--- src/rtl/digit_scanner.sv ---
// Time-multiplexed 7-segment digit scanner with per-slot dead time,
// leading-zero blanking and frame-aligned (tear-free) value updates.
module digit_scanner #(
    parameter int DIGITS   = 4,
    parameter int PRESCALE = 1000,
    parameter int BLANK    = 8,
    parameter int LZB_EN   = 1
) (
    input  logic                  clk,
    input  logic                  rst_n,
    input  logic                  load,
    input  logic [4*DIGITS-1:0]   value,
    output logic [3:0]            bcd,
    output logic [DIGITS-1:0]     dig_en,
    output logic                  frame_start
);

    localparam int CNT_W = (PRESCALE > 1) ? $clog2(PRESCALE) : 1;
    localparam int IDX_W = (DIGITS > 1) ? $clog2(DIGITS) : 1;
    localparam logic [CNT_W-1:0] LAST_CNT = CNT_W'(PRESCALE - 1);
    localparam logic [CNT_W-1:0] BLANK_C  = CNT_W'(BLANK);
    localparam logic [IDX_W-1:0] LAST_IDX = IDX_W'(DIGITS - 1);

    logic [CNT_W-1:0]    r_cnt;
    logic [IDX_W-1:0]    r_idx;
    logic [4*DIGITS-1:0] r_shadow;
    logic [4*DIGITS-1:0] r_active;
    logic                r_pending;

    logic                w_wrap;
    logic                w_boundary;
    logic [CNT_W-1:0]    w_cnt_nxt;
    logic [IDX_W-1:0]    w_idx_nxt;
    logic [4*DIGITS-1:0] w_active_nxt;
    logic [DIGITS-1:0]   w_zero_above;
    logic                w_zacc;
    logic                w_lit;
    logic [3:0]          w_bcd_nxt;
    logic [DIGITS-1:0]   w_en_nxt;
    logic                w_fs_nxt;

    always_comb begin
        w_wrap     = (r_cnt == LAST_CNT);
        w_boundary = w_wrap && (r_idx == LAST_IDX);
        w_cnt_nxt  = w_wrap ? '0 : r_cnt + 1'b1;
        w_idx_nxt  = r_idx;
        if (w_wrap) begin
            w_idx_nxt = (r_idx == LAST_IDX) ? '0 : r_idx + 1'b1;
        end

        // A load on the boundary edge itself bypasses the shadow register.
        w_active_nxt = r_active;
        if (w_boundary) begin
            if (load) begin
                w_active_nxt = value;
            end else if (r_pending) begin
                w_active_nxt = r_shadow;
            end
        end

        // w_zero_above[i]: nibbles i..DIGITS-1 of the next active value are all zero.
        w_zero_above = '0;
        w_zacc       = 1'b1;
        for (int unsigned k = 0; k < DIGITS; k++) begin
            w_zacc = w_zacc && (w_active_nxt[4*(DIGITS-1-k) +: 4] == 4'h0);
            w_zero_above[DIGITS-1-k] = w_zacc;
        end

        w_lit     = (BLANK == 0) || (w_cnt_nxt >= BLANK_C);
        w_bcd_nxt = '0;
        w_en_nxt  = '0;
        for (int unsigned i = 0; i < DIGITS; i++) begin
            if (w_idx_nxt == IDX_W'(i)) begin
                w_bcd_nxt   = w_active_nxt[4*i +: 4];
                w_en_nxt[i] = w_lit && !((LZB_EN != 0) && (i != 0) && w_zero_above[i]);
            end
        end

        w_fs_nxt = (w_cnt_nxt == '0) && (w_idx_nxt == '0);
    end

    always_ff @(posedge clk or negedge rst_n) begin
        if (!rst_n) begin
            r_cnt       <= '0;
            r_idx       <= '0;
            r_shadow    <= '0;
            r_active    <= '0;
            r_pending   <= 1'b0;
            bcd         <= '0;
            dig_en      <= '0;
            frame_start <= 1'b0;
        end else begin
            r_cnt    <= w_cnt_nxt;
            r_idx    <= w_idx_nxt;
            r_active <= w_active_nxt;
            if (load) begin
                r_shadow <= value;
            end
            if (w_boundary) begin
                r_pending <= 1'b0;
            end else if (load) begin
                r_pending <= 1'b1;
            end
            bcd         <= w_bcd_nxt;
            dig_en      <= w_en_nxt;
            frame_start <= w_fs_nxt;
        end
    end

endmodule

--- config.mk ---
export PLATFORM = sky130hd
export DESIGN_NAME = digit_scanner
export DESIGN_NICKNAME = d
export VERILOG_FILES = /design/src/rtl/digit_scanner.sv
export SDC_FILE = /design/constraint.sdc
export NUM_CORES = 1
export LEC_CHECK = 0
export CORE_MARGIN = 2
export CORE_UTILIZATION = 60
export CTS_CLUSTER_DIAMETER = 40
export DETAILED_ROUTE_END_ITERATION = 10
export PLACE_DENSITY = 0.94
export SETUP_SLACK_MARGIN = 0.4
export SYNTH_ARGS = -nofsm -noshare
export SYNTH_HDL_FRONTEND = slang
export SYNTH_SLANG_ARGS = --single-unit
--- constraint.sdc ---
create_clock -name clk -period 3.68 [get_ports clk]
set_input_delay 0.368 -clock clk [delete_from_list [all_inputs] [get_ports clk]]
set_output_delay 0.368 -clock clk [all_outputs]
set_load 0.1 [all_outputs]
Word-level counts from Yosys, hierarchy flattened:

Index checks and enable logic that the tools add are counted.

* register bits: 54
* output and inout bits: 9
* logic and storage cells: 48

* $add $sub $neg: 2
* order comparisons: 1
* eq/ne operators: 5
* multiplexer cells: 16
* reduce and logical (&&, ||, !) cells: 16

Operator list (number)
* 2-to-1 mux 16 bit: 3
* 2-to-1 mux 4 bit: 4
* zero test 4 bit: 3
* adder 10 x 1 -> 10 bit (second input constant): 1
* == test 10 bit (second input constant): 1
* greater-or-equal comparator 10 x 4 -> 1 bit (second input constant): 1
* zero test 10 bit: 1
* 2-to-1 mux 10 bit: 1
* logical AND 1 bit: 7
* == test 2 bit (second input constant): 3
* 2-to-1 mux 1 bit: 6
* 2-to-1 mux 2 bit: 2
* zero test 1 bit: 3
* adder 2 x 1 -> 2 bit (second input constant): 1
* == test 2 x 1 -> 1 bit (second input constant): 1
* zero test 2 bit: 1
* nonzero test 2 bit: 1

Longest topological paths before layout:

Gate-level depths: netlist of the first run.

* word-level depth: 9
* mapped depth: 10

Least setup slack after synthesis of the first run:

Ideal clock, no wire load.

* path kind: reg2reg
* start: reg r_cnt[0]
* end: reg bcd[0]
* arrival: 1.842 ns
* path slack: 1.713 ns
* cell stages (with the launch flop): 9
* buffers on the path: 2
* period minus slack after synthesis: 1.967 ns
* cell sequence: dfrtp_1 ha_1 and2_1 buf_2 nand3_4 mux2_4 buf_6 a211oi_2 a21oi_1

* cells in the longest elaborated chain, start to end: 7
* elaborated cells between the ends (all ways): 12
* classes of those cells: 4 x eq/ne; 6 x mux; 2 x reduce/logical

RTL lines
* start: declaration: line 24 `logic [CNT_W-1:0] r_cnt;`
* start signal: assignment: line 93 `r_cnt <= w_cnt_nxt;`
* == test 10 bit (*): line 43 `w_wrap = (r_cnt == LAST_CNT);`
* 2-to-1 mux 2 bit (*): line 47 `if (w_wrap) begin`
* net w_idx_nxt[1]: line 33 `logic [IDX_W-1:0] w_idx_nxt;`
* zero test 2 bit: line 73 `if (w_idx_nxt == IDX_W'(i)) begin`
* 2-to-1 mux 4 bit (3 in a row): line 73
* 2-to-1 mux 4 bit (*): line 73
* net w_bcd_nxt[0]: line 38 `logic [3:0] w_bcd_nxt;`
* end signal: assignment: line 104 `bcd <= w_bcd_nxt;`
* end: declaration: line 13 `output logic [3:0] bcd,`

The timed path passes the listed nets; every way through them passes the cells marked *.
A chain may end at the register's enable or synchronous reset.

Final worst setup path of the first run:

* start: reg r_cnt[0]
* end: reg bcd[0]

* cells in the longest elaborated chain, start to end: 7
* elaborated cells between the ends (all ways): 12
* classes of those cells: 4 x eq/ne; 6 x mux; 2 x reduce/logical

RTL lines
* == test 10 bit: line 43
* logical AND 1 bit: line 44 `w_boundary = w_wrap && (r_idx == LAST_IDX);`
* 2-to-1 mux 16 bit: line 53 `if (w_boundary) begin`
* net w_active_nxt[0]: line 34 `logic [4*DIGITS-1:0] w_active_nxt;`
* 2-to-1 mux 4 bit (4 in a row): line 73
* net w_bcd_nxt[0]: line 38

The timed path passes the listed nets, and every way through them passes these cells.

==> impl_metrics.csv, run 1 <==
group,metric,value,unit
global_routing,grt_pass1_wl,8760,um
worst_setup_path,cp-end-kind,"flip-flop",
routing,wl_per_cell,16.7,um
die,boundaryPins,28,
status,status,"completed",
sta,fin_tns_setup,0,ns
routing,firstDrtPassIters,4,
worst_setup_path,crit_type,"flip-flop to flip-flop",
place,gp_congestion,0.903,
sta,slew_viol_final,0,
sta,period_minus_slack,2.53,ns
clock_network,cts.sinks,54,
place,post-place-ws,1.16,ns
synth,synth_edf_count,0,
finish,nNetsFinal,269,
clock_network,cts_setup_buffers,0,
global_routing,grt_use_total,0.228,
routing,drc_errors,0,
synth,synth_nets,247,
synth,yosys_register_bits,54,
finish,seqCellArea,1350,um2
power,vdd_ir_drop_max,204,uV
worst_setup_path,worst_ep_required_time,3.84,ns
die,start_util,0.614,
worst_setup_path,path_cells,"ha_1 > and2_1 > nand4_4 > mux2_4 > nor2b_1 > a211oi_2 > a21oi_1",
clock_network,cts_made_buffers,5,
clock_network,cts_hold_buf,0,
power,cell_internal_pwr,0.000773,W
global_routing,grt_max_degree,55,
sta,setup_viol,0,
clock_network,htree_levels,2,
worst_setup_path,start_kind,"flip-flop",
sta,clock_skew,0.0120,ns
finish,multi_input_area,1160,um2
finish,drive_gt1_frac,0.145,
worst_setup_path,cp_max_fo,18,
finish,diodes,0,
routing,routed_wl,5010,um
clock_network,cts_root_buf,"clkbuf_8",
synth,netlist_area,2640,um2
clock_network,cts_tree,"done",
sta,slew_headroom,0.236,
synth,ys_seq_area_frac,0.513,
die,die_height,70.3,um
clock_network,clk_latency,0.31,ns
hold_path,hold_class,"input pin to asynchronous set/reset pin",
routing,dr_total_vias,1809,
power,pwr-share-comb,0.072,
sta,hold_violations,0,
power,clock_power_share,0.313,
global_routing,grt_pass1_vias,1810,
worst_setup_path,cp.arrival,2.70,ns
sta,timing.final.ws_setup,1.15,ns
global_routing,grt_antenna_before_repair,0,
worst_setup_path,critPathSlowestCell,"and2_1",
finish,final_cells,300,
synth,synthFlopType,"dfrtp_1",
routing,viasPerCell,6.03,
power,p_sw_frac,0.229,
clock_network,path_clk_slew,0.09,ns
sta,fmax,395,MHz
power,p_seq_frac,0.615,
global_routing,grt-ovfl-total,0,
worst_setup_path,critPathMaxStageDelay,0.50,ns
die,dieWidth,70.3,um
synth,yosysWarnings,0,
die,num_rows,24,
die,core-area,4290,um2
power,p_leak,1.34,nW
place,io_buffers,27,
routing,postRouteAntennaNets,0,
synth,synth_cells,226,
place,dp.cells,293,
job,maxCapViolCount,0,
routing,drt_iter0_markers,151,
finish,area_delta_synth_final,12.7,%
synth,synth_top_area_frac,0.513,
place,dp_hpwl,3590,um
finish,post-route-util,0.691,
sta,grt_setup_unrepaired,"no",
synth,synth_area_leaders,"dfrtp_1 (51%), mux2i_1 (5.3%), a21oi_1 (3.0%)",
power,pwr_density_cell,338,nW/um2
die,dieArea,4940,um2
synth,yosys.area.top_type,"dfrtp_1",
power,p_total,0.00100,W
clock_network,clockBufferDepth,2,
finish,fillCellCount,323,
synth,avgSynthCellArea,11.7,um2
synth,synth_cell_types,49,
power,p_sw,0.000230,W
synth,async_flop_share,1.00,
sta,worstMarginPinSlew,1.15,ns
sta,fin_crit_sh,0.688,
clock_network,cts_resized,0,
[registers in the layout, indices dropped and copies added, names as in the netlist]
signal and cells:
bcd 4, r_pending 1, r_shadow 16, dig_en 4, frame_start 1, r_idx 2, r_cnt 10, r_active 16
[worst max-delay path: cells and delay by family, from the launching register on]
| kind | cells | cell delay, ns |
|---|---|---|
| AO/OA/AOI/OAI | 2 | 0.27 |
| multiplexers | 1 | 0.41 |
| flip-flops | 1 | 0.39 |
| adder cells (fa/ha/maj) | 1 | 0.27 |
| AND/OR/NAND/NOR | 3 | 1.04 |
[synthesized netlist by cell type (2+ instances only)]
cell type / count
nor4_1: 2
xor2_1: 3
clkbuf_1: 2
nand3_1: 5
a21oi_1: 16
dfrtp_1: 54
inv_1: 11
o21ai_1: 4
mux2_2: 6
or4_1: 2
o22ai_1: 2
o21ai_0: 3
nor2_1: 13
a41oi_2: 2
o21a_1: 2
ha_1: 2
buf_2: 6
a21o_1: 7
a211oi_2: 4
and3_1: 5
mux2_4: 5
xnor2_1: 3
a41oi_1: 4
and4_1: 2
buf_6: 2
nand2_1: 9
nor2b_1: 4
o211ai_1: 3
mux2i_1: 14
buf_4: 3
and2_1: 4
o22a_1: 2
nor3_1: 4
[power by group through the flow]
stage / combinational (W) / sequential, W / clock (W)
floorplan: 0.0000342 / 0.000626 / 0
global placement: 0.0000702 / 0.000627 / 0
detailed placement: 0.0000733 / 0.000628 / 0
CTS: 0.0000736 / 0.000617 / 0.000321
global route: 0.0000809 / 0.000618 / 0.000342
finish: 0.0000726 / 0.000616 / 0.000314
[worst paths after layout]
| kind | start | to | slack (ns) | cells after the start |
|---|---|---|---|---|
| max in group asynchronous | rst_n | frame_start | 2.69 | 1 |
| min reg2reg | r_cnt[0] | r_cnt[0] | 0.49 | 1 |
| min | rst_n | r_shadow[3] | 0.28 | 1 |
| min in group clk | r_cnt[0] | r_cnt[0] | 0.49 | 1 |
| max | r_cnt[0] | bcd[0] | 1.15 | 7 |
| max reg2reg | r_cnt[0] | bcd[0] | 1.15 | 7 |
[cells in the final DEF (no fill, tap or decap), drive strengths merged, types with 7 or more instances in the layout]
| master | count |
|---|---|
| nor2 | 13 |
| mux2i | 14 |
| a21oi | 17 |
| dfrtp | 54 |
| nand2 | 9 |
| o21ai | 7 |
| inv | 11 |
| a21o | 7 |
| mux2 | 11 |
| clkdlybuf4s50 | 26 |
[metrics by stage]
stage                     cell area (um2)  hold WS (ns)
after floorplan                      2640        0.0724
after global placement               2890         0.465
after detailed placement             2890         0.476
after CTS                            2970         0.322
after global routing                 2970         0.390
final                                2970         0.277
[layer usage]
| metal | GRT usage | share of wire |
|---|---|---|
| met5 | 0 | 0 |
| met2 | 0.346 | 0.47 |
| met4 | 0.0897 | 0.022 |
| met3 | 0.0491 | 0.041 |
| met1 | 0.323 | 0.46 |
[cells by family (layout without fill, tap and decap cells)]
family	Yosys count	count (layout)	synth area share
simple gates	58	58	0.139
buf+inv	24	46	0.0470
compound gates	57	57	0.165
fa+ha+maj	2	2	0.00950
mux	25	25	0.107
flops	54	54	0.513
xor+xnor	6	6	0.0199
[final cells by class]
class | instances | share of cell area
timing repair buffer | 28 | 0.0919
sequential | 54 | 0.455
multi-input combinational | 148 | 0.391
clock buffer | 5 | 0.0232
tap | 52 | 0.0219
clock inverter | 2 | 0.00337
inverter | 11 | 0.0139
Power figures use the tool's default switching activity.
==> inputs of run 2 (changes only) <==
--- a/config.mk
+++ b/config.mk
@@ -6,10 +6,10 @@
 export NUM_CORES = 1
 export LEC_CHECK = 0
 export CORE_MARGIN = 2
-export CORE_UTILIZATION = 60
+export CORE_UTILIZATION = 56
 export CTS_CLUSTER_DIAMETER = 40
 export DETAILED_ROUTE_END_ITERATION = 10
-export PLACE_DENSITY = 0.94
+export PLACE_DENSITY = 0.89
 export SETUP_SLACK_MARGIN = 0.4
 export SYNTH_ARGS = -nofsm -noshare
 export SYNTH_HDL_FRONTEND = slang
==> constraint.sdc (replaced) <==
create_clock -name clk -period 2.33 [get_ports clk]
set_input_delay 0.233 -clock clk [delete_from_list [all_inputs] [get_ports clk]]
set_output_delay 0.233 -clock clk [all_outputs]
set_load 0.1 [all_outputs]
==> run 2 against run 1 <==
Effect of this change:
- cell count increased by 11%
- hold slack got worse by 0.24 ns
- clock skew increased by 0.0035 ns
- count of clock-buffer cells in the layout unchanged
- combinational power increased by 65%
- total power increased by 60%
- critical path depth unchanged
- first-iteration DRC count increased by 93%
- sequential power increased by 58%
- die area increased by 6.7%
- global-route usage increased by 0.63 points
- critical path type unchanged
- critical endpoint is now dig_en[1]
==> impl_metrics.csv, run 2 (synthesis results as in run 1) <==
group,metric,value,unit
place,dp.cells,302,
power,p_leak,1.51,nW
sta,hold_violations,0,
clock_network,path_clk_slew,0.10,ns
worst_setup_path,cp.arrival,2.39,ns
worst_setup_path,start_kind,"flip-flop",
worst_setup_path,crit_type,"flip-flop to flip-flop",
sta,grt_setup_unrepaired,"yes",
die,num_rows,24,
clock_network,clockBufferDepth,2,
job,maxCapViolCount,0,
sta,slew_headroom,0.563,
routing,dr_total_vias,2086,
worst_setup_path,cp_max_fo,7,
place,placed_area,2940,um2
finish,drive_gt1_frac,0.350,
status,status,"completed",
power,p_total,0.00160,W
sta,period_minus_slack,2.19,ns
clock_network,clk_latency,0.31,ns
routing,top_layer,"met4",
routing,postRouteAntennaNets,0,
die,start_util,0.593,
routing,wl_met3,409,um
worst_setup_path,cp-end-kind,"flip-flop",
power,p_seq_frac,0.607,
hold_path,hold_class,"input pin to asynchronous set/reset pin",
sta,fmax,456,MHz
routing,viasPerCell,6.28,
clock_network,htree_levels,2,
finish,nNetsFinal,301,
finish,diodes,0,
power,pwr_density_cell,480,nW/um2
die,boundaryPins,28,
routing,routed_wl,6690,um
sta,fin_crit_sh,0.941,
place,dp_hpwl,3640,um
clock_network,cts_tree,"done",
power,vdd_ir_drop_max,377,uV
finish,final_cells,332,
global_routing,grt_antenna_before_repair,0,
sta,setup_viol,0,
die,dieArea,5270,um2
power,pwr-share-comb,0.075,
finish,layout_commonest_cell,"dfrtp_1",
worst_setup_path,worst_ep_required_time,2.52,ns
power,p_sw,0.000377,W
finish,top_regs,"r_active: 16 flops, r_shadow: 16 flops, r_cnt: 10 flops",
finish,design_area,3340,um2
global_routing,grt-ovfl-total,0,
sta,fin_tns_setup,0,ns
place,io_buffers,27,
global_routing,grt_max_degree,55,
power,cell_internal_pwr,0.00123,W
finish,area_delta_synth_final,26.8,%
power,clock_power_share,0.318,
sta,clock_skew,0.0155,ns
sta,worstMarginPinSlew,0.656,ns
routing,firstDrtPassIters,4,
power,p_sw_frac,0.235,
routing,drc_errors,0,
routing,wl_met1,2740,um
sta,slew_viol_final,0,
sta,whs,0.0344,ns
routing,wl_met2,3350,um
clock_network,cts_root_buf,"clkbuf_8",
clock_network,cts_hold_buf,0,
global_routing,grt_pass1_vias,1934,
place,gp_congestion,0.874,
clock_network,cts_made_buffers,5,
die,core-area,4440,um2
finish,final_cell_mix,"dfrtp_1 (52), buf_4 (35), clkdlybuf4s50_1 (17), a21oi_1 (15), mux2i_1 (14)",
clock_network,cts.sinks,54,
routing,wl_per_cell,20.2,um
routing,drt_iter0_markers,292,
global_routing,grt_use_total,0.234,
die,dieWidth,72.6,um
die,die_height,72.6,um
global_routing,grt_pass1_wl,9510,um
-- run 2: layout make-up --
class | count | area, um2
Sequential cell | 54 | 1350
Multi-Input combinational cell | 151 | 1310
Fill cell | 270 | 1100
Timing Repair Buffer | 57 | 483
Clock buffer | 5 | 68.8
Tap cell | 52 | 65.1
Inverter | 11 | 41.3
Clock inverter | 2 | 15.0
-- run 2: through the flow --
| step | setup slack, ns | utilization |
|---|---|---|
| floorplan | 0.431 | - |
| global placement | 0.0707 | 0.661 |
| detailed placement | 0.0596 | 0.661 |
| CTS | 0.258 | 0.709 |
| global route | 0.0624 | 0.752 |
| finish | 0.138 | 0.752 |
-- run 2: worst max-delay path: stages, from the launching register on --
cell and delay [ns]:
dfrtp_1 0.43, and4bb_4 0.41, buf_4 0.16, a41oi_2 0.13
o22ai_2 0.24, a21oi_1 0.09, and4bb_2 0.27, a2111oi_4 0.35
-- run 2: layer usage --
metal,up-vias,track usage
li1,930,-
met1,1021,0.324
met2,113,0.383
met3,22,0.0470
met4,0,0.0597
met5,-,0
-- run 2: repair_timing --
action	in CTS	in global routing
pin swaps	9	13
resized for setup	11	22
cloned	2	1
endpoints found under the setup margin	9	10
buffers inserted	9	11
-- run 2: final timing paths --
path | cells after the start | from | slack, ns | end
min in group clk | 1 | r_active[1] | 0.51 | r_active[1]
max | 7 | r_cnt[4] | 0.14 | dig_en[1]
max in group asynchronous | 2 | rst_n | 1.82 | r_cnt[2]
max reg2reg | 7 | r_cnt[4] | 0.14 | dig_en[1]
min reg2reg | 1 | r_active[1] | 0.51 | r_active[1]
min | 2 | rst_n | 0.03 | r_shadow[2]
-- run 2: power by group through the flow --
| stage | combinational [W] | sequential [W] | clock [W] |
|---|---|---|---|
| 3_3_place_gp | 0.000114 | 0.000990 | 0 |
| 4_1_cts | 0.000118 | 0.000974 | 0.000508 |
| 6_report | 0.000120 | 0.000974 | 0.000509 |
| 3_5_place_dp | 0.000118 | 0.000992 | 0 |
| 2_1_floorplan | 0.0000540 | 0.000989 | 0 |
| 5_1_grt | 0.000134 | 0.000976 | 0.000547 |
